$ cat config.mk
export PLATFORM = sky130hd
export DESIGN_NAME = rs232_xcvr
export DESIGN_NICKNAME = d
export VERILOG_FILES = /design/src/rtl/rs232_xcvr.sv
export SDC_FILE = /design/constraint.sdc
export NUM_CORES = 1
export LEC_CHECK = 0
export ABC_AREA = 1
export CORE_AREA = 2 2 88 90
export CTS_BUF_LIST = sky130_fd_sc_hd__clkbuf_4 sky130_fd_sc_hd__clkbuf_8
export CTS_CLUSTER_DIAMETER = 100
export CTS_CLUSTER_SIZE = 30
export DETAILED_ROUTE_END_ITERATION = 10
export DIE_AREA = 0 0 90 92
export PLACE_DENSITY = 0.74
export SYNTH_ARGS = -nofsm -noshare
export SYNTH_HDL_FRONTEND = slang
export SYNTH_SLANG_ARGS = --single-unit
$ cat constraint.sdc
create_clock -name _clk -period 4.03 [get_ports _clk]
set_clock_uncertainty 0.1 [all_clocks]
set_input_delay 0.6045 -clock _clk [delete_from_list [all_inputs] [get_ports _clk]]
set_output_delay 0.6045 -clock _clk [all_outputs]
set_load 0.05 [all_outputs]
$ cat src/rtl/rs232_xcvr.sv
// Full-duplex RS232 transceiver: valid/ready TX serialiser and a mid-bit sampling RX
// deserialiser with parity and framing error flags. TX and RX share only the clock and reset.
module rs232_xcvr #(
  parameter int DATA_W    = 8,
  parameter int CLK_DIV   = 868,
  parameter int PARITY    = 0,
  parameter int STOP_BITS = 1
) (
  input  logic              _clk,
  input  logic              _rst,
  input  logic              _rx,
  output logic              _tx,
  input  logic [DATA_W-1:0] tx_data,
  input  logic              tx_valid,
  output logic              tx_ready,
  output logic [DATA_W-1:0] rx_data,
  output logic              rx_valid,
  output logic              rx_perr,
  output logic              rx_ferr
);

  localparam int CNT_W = $clog2(CLK_DIV);
  localparam int IDX_W = 4;

  localparam logic [CNT_W-1:0] CNT_LAST  = CNT_W'(CLK_DIV - 1);
  localparam logic [CNT_W-1:0] CNT_HALF  = CNT_W'(CLK_DIV / 2);
  localparam logic [CNT_W-1:0] CNT_ONE   = CNT_W'(1);
  localparam logic [IDX_W-1:0] IDX_ONE   = IDX_W'(1);
  localparam logic [IDX_W-1:0] DATA_LAST = IDX_W'(DATA_W - 1);
  localparam logic [IDX_W-1:0] STOP_LAST = IDX_W'(STOP_BITS - 1);
  localparam logic             HAS_PAR   = (PARITY != 0);

  localparam logic [2:0] TX_IDLE   = 3'd0;
  localparam logic [2:0] TX_START  = 3'd1;
  localparam logic [2:0] TX_DATA   = 3'd2;
  localparam logic [2:0] TX_PARITY = 3'd3;
  localparam logic [2:0] TX_STOP   = 3'd4;

  localparam logic [2:0] RX_IDLE      = 3'd0;
  localparam logic [2:0] RX_START     = 3'd1;
  localparam logic [2:0] RX_DATA      = 3'd2;
  localparam logic [2:0] RX_PARITY    = 3'd3;
  localparam logic [2:0] RX_STOP      = 3'd4;
  localparam logic [2:0] RX_WAIT_HIGH = 3'd5;

  // Odd parity makes the total count of ones (data + parity) odd, even makes it even.
  function automatic logic parity_of(input logic [DATA_W-1:0] d);
    return (PARITY == 1) ? ~^d : ^d;
  endfunction

  logic [2:0]        tx_state;
  logic [CNT_W-1:0]  tx_cnt;
  logic [IDX_W-1:0]  tx_idx;
  logic [DATA_W-1:0] tx_shift;
  logic              tx_par;

  assign tx_ready = (tx_state == TX_IDLE);

  always_ff @(posedge _clk) begin
    if (_rst) begin
      tx_state <= TX_IDLE;
      tx_cnt   <= '0;
      tx_idx   <= '0;
      tx_shift <= '0;
      tx_par   <= 1'b0;
      _tx      <= 1'b1;
    end else begin
      case (tx_state)
        TX_IDLE: begin
          if (tx_valid) begin
            tx_state <= TX_START;
            tx_cnt   <= '0;
            tx_idx   <= '0;
            tx_shift <= tx_data;
            tx_par   <= parity_of(tx_data);
            _tx      <= 1'b0;
          end
        end
        TX_START: begin
          if (tx_cnt == CNT_LAST) begin
            tx_cnt   <= '0;
            tx_state <= TX_DATA;
            _tx      <= tx_shift[0];
          end else begin
            tx_cnt <= tx_cnt + CNT_ONE;
          end
        end
        TX_DATA: begin
          if (tx_cnt == CNT_LAST) begin
            tx_cnt <= '0;
            if (tx_idx == DATA_LAST) begin
              tx_idx <= '0;
              if (HAS_PAR) begin
                tx_state <= TX_PARITY;
                _tx      <= tx_par;
              end else begin
                tx_state <= TX_STOP;
                _tx      <= 1'b1;
              end
            end else begin
              tx_idx   <= tx_idx + IDX_ONE;
              tx_shift <= {1'b0, tx_shift[DATA_W-1:1]};
              _tx      <= tx_shift[1];
            end
          end else begin
            tx_cnt <= tx_cnt + CNT_ONE;
          end
        end
        TX_PARITY: begin
          if (tx_cnt == CNT_LAST) begin
            tx_cnt   <= '0;
            tx_idx   <= '0;
            tx_state <= TX_STOP;
            _tx      <= 1'b1;
          end else begin
            tx_cnt <= tx_cnt + CNT_ONE;
          end
        end
        TX_STOP: begin
          // tx_idx counts stop bits here; the line simply stays high throughout.
          if (tx_cnt == CNT_LAST) begin
            tx_cnt <= '0;
            if (tx_idx == STOP_LAST) begin
              tx_state <= TX_IDLE;
            end else begin
              tx_idx <= tx_idx + IDX_ONE;
            end
          end else begin
            tx_cnt <= tx_cnt + CNT_ONE;
          end
        end
        default: begin
          tx_state <= TX_IDLE;
          _tx      <= 1'b1;
        end
      endcase
    end
  end

  logic              rx_meta;
  logic              rx_sync;
  logic [2:0]        rx_state;
  logic [CNT_W-1:0]  rx_cnt;
  logic [IDX_W-1:0]  rx_idx;
  logic [DATA_W-1:0] rx_shift;
  logic              rx_par_bit;

  // Synchroniser resets to the idle level so a reset never looks like a start bit.
  always_ff @(posedge _clk) begin
    if (_rst) begin
      rx_meta <= 1'b1;
      rx_sync <= 1'b1;
    end else begin
      rx_meta <= _rx;
      rx_sync <= rx_meta;
    end
  end

  always_ff @(posedge _clk) begin
    if (_rst) begin
      rx_state   <= RX_IDLE;
      rx_cnt     <= '0;
      rx_idx     <= '0;
      rx_shift   <= '0;
      rx_par_bit <= 1'b0;
      rx_data    <= '0;
      rx_valid   <= 1'b0;
      rx_perr    <= 1'b0;
      rx_ferr    <= 1'b0;
    end else begin
      rx_valid <= 1'b0;
      case (rx_state)
        RX_IDLE: begin
          if (!rx_sync) begin
            rx_state <= RX_START;
            rx_cnt   <= '0;
          end
        end
        RX_START: begin
          // A start bit that is gone by mid-bit is noise, not a frame.
          if (rx_cnt == CNT_HALF) begin
            rx_cnt   <= '0;
            rx_idx   <= '0;
            rx_state <= rx_sync ? RX_IDLE : RX_DATA;
          end else begin
            rx_cnt <= rx_cnt + CNT_ONE;
          end
        end
        RX_DATA: begin
          if (rx_cnt == CNT_LAST) begin
            rx_cnt   <= '0;
            rx_shift <= {rx_sync, rx_shift[DATA_W-1:1]};
            if (rx_idx == DATA_LAST) begin
              rx_state <= HAS_PAR ? RX_PARITY : RX_STOP;
            end else begin
              rx_idx <= rx_idx + IDX_ONE;
            end
          end else begin
            rx_cnt <= rx_cnt + CNT_ONE;
          end
        end
        RX_PARITY: begin
          if (rx_cnt == CNT_LAST) begin
            rx_cnt     <= '0;
            rx_par_bit <= rx_sync;
            rx_state   <= RX_STOP;
          end else begin
            rx_cnt <= rx_cnt + CNT_ONE;
          end
        end
        RX_STOP: begin
          if (rx_cnt == CNT_LAST) begin
            rx_cnt   <= '0;
            rx_valid <= 1'b1;
            rx_data  <= rx_shift;
            rx_perr  <= HAS_PAR & (rx_par_bit ^ parity_of(rx_shift));
            rx_ferr  <= ~rx_sync;
            rx_state <= rx_sync ? RX_IDLE : RX_WAIT_HIGH;
          end else begin
            rx_cnt <= rx_cnt + CNT_ONE;
          end
        end
        RX_WAIT_HIGH: begin
          if (rx_sync) begin
            rx_state <= RX_IDLE;
          end
        end
        default: begin
          rx_state <= RX_IDLE;
        end
      endcase
    end
  end

endmodule

==> metrics, run 1 <==
outcome=finished clean; largest net degree at the start of global routing=29; leakage=approximately 1.5 nW; Crit. End Element=output pin; Pwr Total=roughly 0.0021 W; DIE AREA=just over 0.008 mm2; syn_area_per_cell=about 6.7 um2; share of cells above drive strength 1=between 8 and 9%; post-route DRC violation count=0; Power Internal=~0.0012 W; TritonCTS buffer count=9; combinational cell fraction of total power=36.4%; die width=90 um; PortBufs=23; clock power share=27.1%; final worst slack=between 1 and 1.5 ns; PD cells=approximately 570 mW/mm2; worst rel slew slack=between 40% and 50%; Post-synth EDFFs=0; Final Critical Period=2.67 ns; crit path DAT=1.96 ns; TritonCTS clock tree=built; total gr overflow=0; crit start category=flip-flop; Final Hold Fails=0; Vert. Die Dim=between 90 and 100 um; CTS Hold Bufs=0; measured slew at the worst slew-check pin=between 0.7 and 0.8 ns; drt via density=between 4 and 5; clock-pin slew of the registers on the worst-case setup and hold paths=0.08 ns; post-route ant nets=0; drt initial violations=175; Root Buffer=clkbuf_8; crit-path max FO=7; syn nets=approximately 500; Post-Synthesis Cell Area=0.00318 mm2; Sw Ratio=roughly two fifths; Layout area overhead=16.1%; pre-CTS setup slack=1.27 ns; FFs w/ async S/R, synth=0%; Layout Nets=slightly above 500; leading cell type in the layout, fill and taps excluded=nand2_1; CP max stage delay=around 0.81 ns; Seq cells post-synth=63; number of setup buffers added after CTS=0; PostCTS Resize Cnt=0; CP Class=flip-flop to output pin; drt wl/cell=about 11 um; ANT cells=0; Worst path slowest cell=clkdlybuf4s50_1; Slew Limit Fails=0; TNS Setup=0 ns; worst min-delay path category=flip-flop to flip-flop; hpwl dp=between 4000 and 5000 um; maxcap violations=0; clk buf depth=2; First-pass DRT Iterations=4; first-pass GRT wire length=between 10000 and 15000 um; Max Clk Rate=375 MHz; synth unique cells=33; Req. time, crit path=around 3.3 ns; core area=roughly 0.0074 mm2; clock latency on the worst-skew pair=around 0.35 ns; Final Setup Violations=0; YS warnings=0; clk sink count=between 60 and 70; gr usage total=between 10% and 20%; vias in the first global route=2824; starting density of the core=42.7%; CP cell instances=nor2_2 > nand2_2 > inv_2 > clkdlybuf4s50_1; Synth Flop Type=dfxtp_1; standard-cell row count=32; H-Tree Depth=3; Post-Synthesis Cells=about 480; sequential share of power=a little over a third; post-synthesis sequential area ratio=39.6%; final clock period utilization by the worst path=between 60% and 70%; initial antenna violation count=0; placer congestion estimate=~0.9; Worst VDD drop=roughly 0.00033 V; DR vias=slightly above 3000; most frequent cells in the layout=116 x nand2_1, 69 x nor2_1, 63 x dfxtp_1; RSZ-0062 raised after global routing=false; switching power=around 0.00087 W; io pins=25; Total Wirelength=6740 um
==> layer usage <==
layer  vias up  track usage [%]  share of wire (%)
met2        40             28.2                 46
met4         0             7.05                1.5
met5         -                0                  0
li1       1581                -                  -
met3        10             5.42                3.4
met1      1389             21.7                 49
==> synth_stat cells, drive strengths merged, types with 2 or more instances <==
master | instances | area share, %
clkbuf | 4 | 0.47
a21oi | 43 | 7.6
ha | 6 | 2.4
o21ai | 33 | 5.5
or2 | 3 | 0.59
nor3 | 2 | 0.31
nor2 | 74 | 9.3
nand3 | 44 | 7.2
xnor2 | 3 | 0.83
nand4 | 10 | 2.0
buf | 7 | 1.3
inv | 57 | 6.7
dfxtp | 63 | 40
nand2 | 119 | 14
==> cells by family (layout without fill, tap and decap cells) <==
| logic type | Yosys count | in the layout | share of synthesized area, % |
|---|---|---|---|
| compound gates | 81 | 81 | 14.3 |
| xor+xnor | 4 | 4 | 1.10 |
| fa+ha+maj | 6 | 6 | 2.36 |
| buf+inv | 69 | 98 | 8.65 |
| flops | 63 | 63 | 39.6 |
| other cells | 1 | 1 | 0.118 |
| simple gates | 253 | 253 | 33.9 |
==> layout make-up <==
cell class | instances | area (um2)
Clock buffer | 9 | 124
Tap cell | 102 | 128
Clock inverter | 7 | 80.1
Inverter | 58 | 218
Sequential cell | 63 | 1260
Fill cell | 760 | 3750
Multi-Input combinational cell | 345 | 1650
Timing Repair Buffer | 24 | 238
==> stage by stage <==
step	hold WS (ns)	util, %	instances	area, um2
2_1_floorplan	0.289	-	477	3180
3_3_place_gp	0.296	46.9	592	3490
3_5_place_dp	0.298	46.9	592	3490
4_1_cts	0.323	49.6	608	3690
5_1_grt	0.358	49.6	608	3690
6_report	0.328	49.6	608	3690
==> registers in the layout, summed over array words and instances, names as in the netlist <==
| register | flops |
|---|---|
| tx_shift | 8 |
| tx_idx | 4 |
| rx_meta | 1 |
| rx_shift | 8 |
| rx_idx | 4 |
| rx_cnt | 10 |
| tx_cnt | 10 |
| rx_valid | 1 |
| rx_sync | 1 |
| rx_ferr | 1 |
| rx_data | 8 |
| _tx | 1 |
| tx_state | 3 |
| rx_state | 3 |
==> path summary, 6_finish.rpt <==
| path | startpoint | endpoint | slack [ns] | depth (start not counted) |
|---|---|---|---|---|
| min | rx_meta | rx_sync | 0.33 | 1 |
| min reg2reg | rx_meta | rx_sync | 0.33 | 1 |
| max reg2reg | rx_cnt[0] | rx_data[5] | 2.01 | 7 |
| max | tx_state[1] | tx_ready | 1.36 | 4 |
==> critical path, delay by kind of cell, from the launching register on <==
kind / cells / cell delay [ns]
buf+inv: 2 / 0.92
flops: 1 / 0.39
simple gates: 2 / 0.31
==> power groups by stage <==
stage,registers (W),clock network [W],logic (W)
floorplan,0.000778,0,0.000601
global placement,0.000778,0,0.000743
detailed placement,0.000781,0,0.000756
CTS,0.000767,0.000580,0.000762
global route,0.000782,0.000608,0.000868
finish,0.000768,0.000569,0.000764
No activity file was read; power rests on OpenSTA's default activity.
==> run 2, diff against run 1 <==
Clock period 4.03 ns to 2.7 ns, I/O delays scaled along.
==> run 2 against run 1 <==
Net effect: cell count up 0.16%; first-iteration DRC count down 22%; highest routed layer unchanged; final area up 0.85%; non-clock buffer count up 1; largest power group is now combinational logic.
==> metrics, run 2 (synthesized netlist as in run 1, its figures left out) <==
outcome=finished clean; biggest regs=rx_cnt (10), tx_cnt (10); PortBufs=23; crit start category=flip-flop; Worst VDD drop=about 0.00045 V; die width=approximately 90 um; Worst path slowest cell=clkdlybuf4s50_1; io pins=25; TNS Setup=0 ns; Finished Layout Cells=609; standard-cell row count=32; reg2reg start=tx_state[1]; Slew Limit Fails=0; final clock period utilization by the worst path=between 90% and 100%; min-delay src=rx_meta; leading cell type in the layout, fill and taps excluded=nand2_1; switching power=0.00129 W; Root Buffer=clkbuf_8; crit-path max FO=7; gr usage total=17.7%; crit path DAT=approximately 2 ns; drt wl/cell=11.3 um; Total Wirelength=between 6000 and 7000 um; starting density of the core=between 40 and 50%; maxcap violations=0; Final Hold Fails=0; worst min-delay path category=flip-flop to flip-flop; number of setup buffers added after CTS=0; worst rel slew slack=between 60% and 70%; Crit. End Element=output pin; clock power share=~29%; measured slew at the worst slew-check pin=about 0.58 ns; First-pass DRT Iterations=5; total gr overflow=0; sequential share of power=a little over a third; Final Critical Period=around 2.5 ns; Power Internal=0.00194 W; met1 GRT Util=a little over a fifth; initial antenna violation count=0; CP Class=flip-flop to output pin; Layout area overhead=17.1%; CP max stage delay=around 0.8 ns; combinational cell fraction of total power=about 36%; drt initial violations=between 100 and 150; TritonCTS buffer count=9; post-route DRC violation count=0; met2 usage=just over 30%; Inst Count DP=roughly 590; busiest layer in global routing=met2; Layout Nets=520; Worst Hold Depth=1; Hold Path End=rx_sync; post-layout util=about half; H-Tree Depth=3; leakage=approximately 1.5 nW; PostCTS Resize Cnt=0; most frequent cells in the layout=116 x nand2_1, 69 x nor2_1, 63 x dfxtp_1; reg2reg end=tx_shift[5]; DIE AREA=0.00828 mm2; Vert. Die Dim=92 um; PD cells=a little under 900 mW/mm2; Max Clk Rate=a little over 400 MHz; setup slack, reg-to-reg=0.76 ns; Req. time, crit path=around 2.2 ns; CTS Hold Bufs=0; Worst R2R Path Depth=7; DR vias=roughly 3100; GRT met3 Usage=around 5.2%; core area=~0.0074 mm2; RSZ-0062 raised after global routing=false; placer congestion estimate=approximately 0.93; clock-pin slew of the registers on the worst-case setup and hold paths=about 0.08 ns; post-route ant nets=0; largest net degree at the start of global routing=27; ANT cells=0; TritonCTS clock tree=built; Final Setup Violations=0; clk buf depth=2; hpwl dp=slightly below 5000 um; Sw Ratio=39.9%; CP cell instances=nor2_2 > nand2_2 > inv_2 > clkdlybuf4s50_1; drt via density=5.03; share of cells above drive strength 1=under 10%; first-pass GRT wire length=about 12000 um; clk sink count=63; clock latency on the worst-skew pair=0.35 ns; vias in the first global route=2928
-- run 2: through the flow --
stage / power, W / instance area, um2 / setup WS, ns / hold WS (ns)
6_report: 0.00323 / 3720 / 0.243 / 0.321
5_1_grt: 0.00347 / 3720 / 0.136 / 0.336
4_1_cts: 0.00325 / 3720 / 0.226 / 0.330
3_5_place_dp: 0.00230 / 3500 / 0.615 / 0.312
3_3_place_gp: 0.00227 / 3500 / 0.658 / 0.292
2_1_floorplan: 0.00206 / 3180 / 1.07 / 0.289
-- run 2: final cells by class --
type,count,area [um2]
Multi-Input combinational cell,345,1650
Fill cell,744,3720
Sequential cell,63,1260
Inverter,58,218
Timing Repair Buffer,25,245
Clock buffer,9,124
Tap cell,102,128
Clock inverter,7,104
-- run 2: worst max-delay path, delay by kind of cell (launching register included) --
kind                   cells  cell delay (ns)
buffers and inverters      2             0.92
DFF                        1             0.38
and+or+nand+nor            2             0.31
-- run 2: how the worst max path moves through the flow --
stage,startpoint,end,slack (ns),depth (start not counted)
after floorplan,tx_state[1],tx_shift[0],1.07,7
after global placement,tx_state[1],tx_ready,0.66,4
after detailed placement,tx_state[1],tx_ready,0.61,4
after CTS,tx_state[1],tx_ready,0.23,4
after global routing,tx_state[1],tx_ready,0.14,4
final,tx_state[1],tx_ready,0.24,4
-- run 2: power by group through the flow --
stage	logic [W]	registers, W	clock network, W
6_report	0.00115	0.00114	0.000934
5_1_grt	0.00131	0.00116	0.000998
4_1_cts	0.00114	0.00114	0.000962
3_5_place_dp	0.00114	0.00116	0
3_3_place_gp	0.00111	0.00116	0
2_1_floorplan	0.000898	0.00116	0
-- run 2: layer usage --
layer | share of wire (%) | vias up
met5 | 0 | -
met4 | 1.3 | 0
met3 | 4.9 | 13
met1 | 46 | 1379
met2 | 48 | 85
li1 | - | 1589
==> run 3, diff against run 2 <==
--- a/constraint.sdc
+++ b/constraint.sdc
@@ -3,3 +3,3 @@
 set_input_delay 0.405 -clock _clk [delete_from_list [all_inputs] [get_ports _clk]]
 set_output_delay 0.405 -clock _clk [all_outputs]
-set_load 0.05 [all_outputs]
+set_load 0.01 [all_outputs]
==> run 3 against run 2 <==
Net effect: sequential share of layout area grew 0.41 points; worst setup slack gained 0.26 ns; total power shrank 7.5%.
==> metrics, run 3 (synthesized netlist as in run 1, its figures left out) <==
pre-CTS setup slack=around 0.77 ns; Worst VDD drop=0.000459 V; crit-path max FO=7; Root Buffer=clkbuf_8; PD cells=811 mW/mm2; core area=about 0.0074 mm2; Slew Limit Fails=0; Crit. Startpoint=tx_state[1]; CP Class=flip-flop to output pin; PostCTS Resize Cnt=0; met1 GRT Util=roughly 20%; biggest regs=rx_cnt (10), tx_cnt (10); leading cell type in the layout, fill and taps excluded=nand2_1; first-pass GRT wire length=11500 um; RSZ-0062 raised after global routing=false; final non-filler cell area=between 0.003 and 0.004 mm2; clock latency on the worst-skew pair=about 0.34 ns; Final Hold Fails=0; vias in the first global route=between 2000 and 3000; TNS Setup=0 ns; hpwl dp=around 4900 um; starting density of the core=between 40% and 50%; post-route ant nets=0; share of cells above drive strength 1=about 8.7%; Req. time, crit path=2.19 ns; TritonCTS clock tree=built; clock-pin slew of the registers on the worst-case setup and hold paths=~0.08 ns; placer congestion estimate=between 0.9 and 1; min-delay src=rx_meta; number of setup buffers added after CTS=0; crit start category=flip-flop; TritonCTS buffer count=9; die width=around 90 um; Final Setup Violations=0; gr usage total=between 10% and 20%; GRT met3 Usage=roughly 4.2%; H-Tree Depth=3; ANT cells=0; Vert. Die Dim=92 um; post-route DRC violation count=0; drt wl/cell=about 11 um; standard-cell row count=32; Crit. End Element=output pin; First-pass DRT Iterations=5; Layout area overhead=15.7%; DR vias=between 3000 and 4000; busiest layer in global routing=met2; largest net degree at the start of global routing=27; Final Critical Period=2.20 ns; CTS Hold Bufs=0; measured slew at the worst slew-check pin=about 0.56 ns; Max Clk Rate=~460 MHz; Pwr Total=0.00299 W; Total Wirelength=~6800 um; Cell Area, Placed=around 0.0035 mm2; drt initial violations=152; clk buf depth=2; final worst slack=between 0.5 and 0.6 ns; maxcap violations=0; outcome=finished clean; leakage=roughly 1.5 nW; worst hold slack=0.320 ns; final clock period utilization by the worst path=81.3%; met2 usage=between 20% and 30%; clk sink count=63; reg2reg start=rx_cnt[0]; initial antenna violation count=0; io pins=25; drt via density=between 4 and 5; crit path DAT=1.69 ns; Filler Cells Inserted=between 700 and 800; Layout Nets=between 500 and 600; total gr overflow=0; worst min-delay path category=flip-flop to flip-flop; most frequent cells in the layout=116 x nand2_1, 69 x nor2_1, 63 x dfxtp_1; DIE AREA=0.00828 mm2; PortBufs=23; worst rel slew slack=62.3%
run 3: area by class of cell:
cell class              instances  area, um2  area share (%)
multi-input cells             345       1650            44.7
repair buffers                 25        245            6.66
well taps                     102        128            3.47
clock inverters                 6       45.0            1.22
flip-flops and latches         63       1260            34.3
inverters                      58        218            5.92
clock buffers                  10        138            3.74
run 3: worst paths after layout:
kind | to | depth (start not counted) | slack [ns]
hold / removal | rx_sync | 1 | 0.32
hold reg to reg | rx_sync | 1 | 0.32
setup / recovery | tx_ready | 4 | 0.50
setup reg to reg | rx_data[6] | 7 | 0.78
run 3: stage by stage:
stage,utilization [%],instances
after floorplan,-,477
after global placement,47.0,593
after detailed placement,47.0,593
after CTS,49.4,609
after global routing,49.4,609
final,49.4,609
run 3: critical path, stage by stage (launching register included):
cell and delay (ns):
dfxtp_1 0.38, nor2_2 0.20, nand2_2 0.11, inv_2 0.11, clkdlybuf4s50_1 0.54
run 3: power breakdown:
part | total, W | switching [W] | internal [W]
registers | 0.00114 | 0.0000971 | 0.00105
logic | 0.00109 | 0.000726 | 0.000362
clock network | 0.000752 | 0.000391 | 0.000361
total | 0.00299 | 0.00121 | 0.00177
run 3: routing by layer:
layer	up-vias	part of all wire [%]
met3	7	3.5
li1	1592	-
met1	1369	48
met4	0	1.0
met2	53	48
met5	-	0
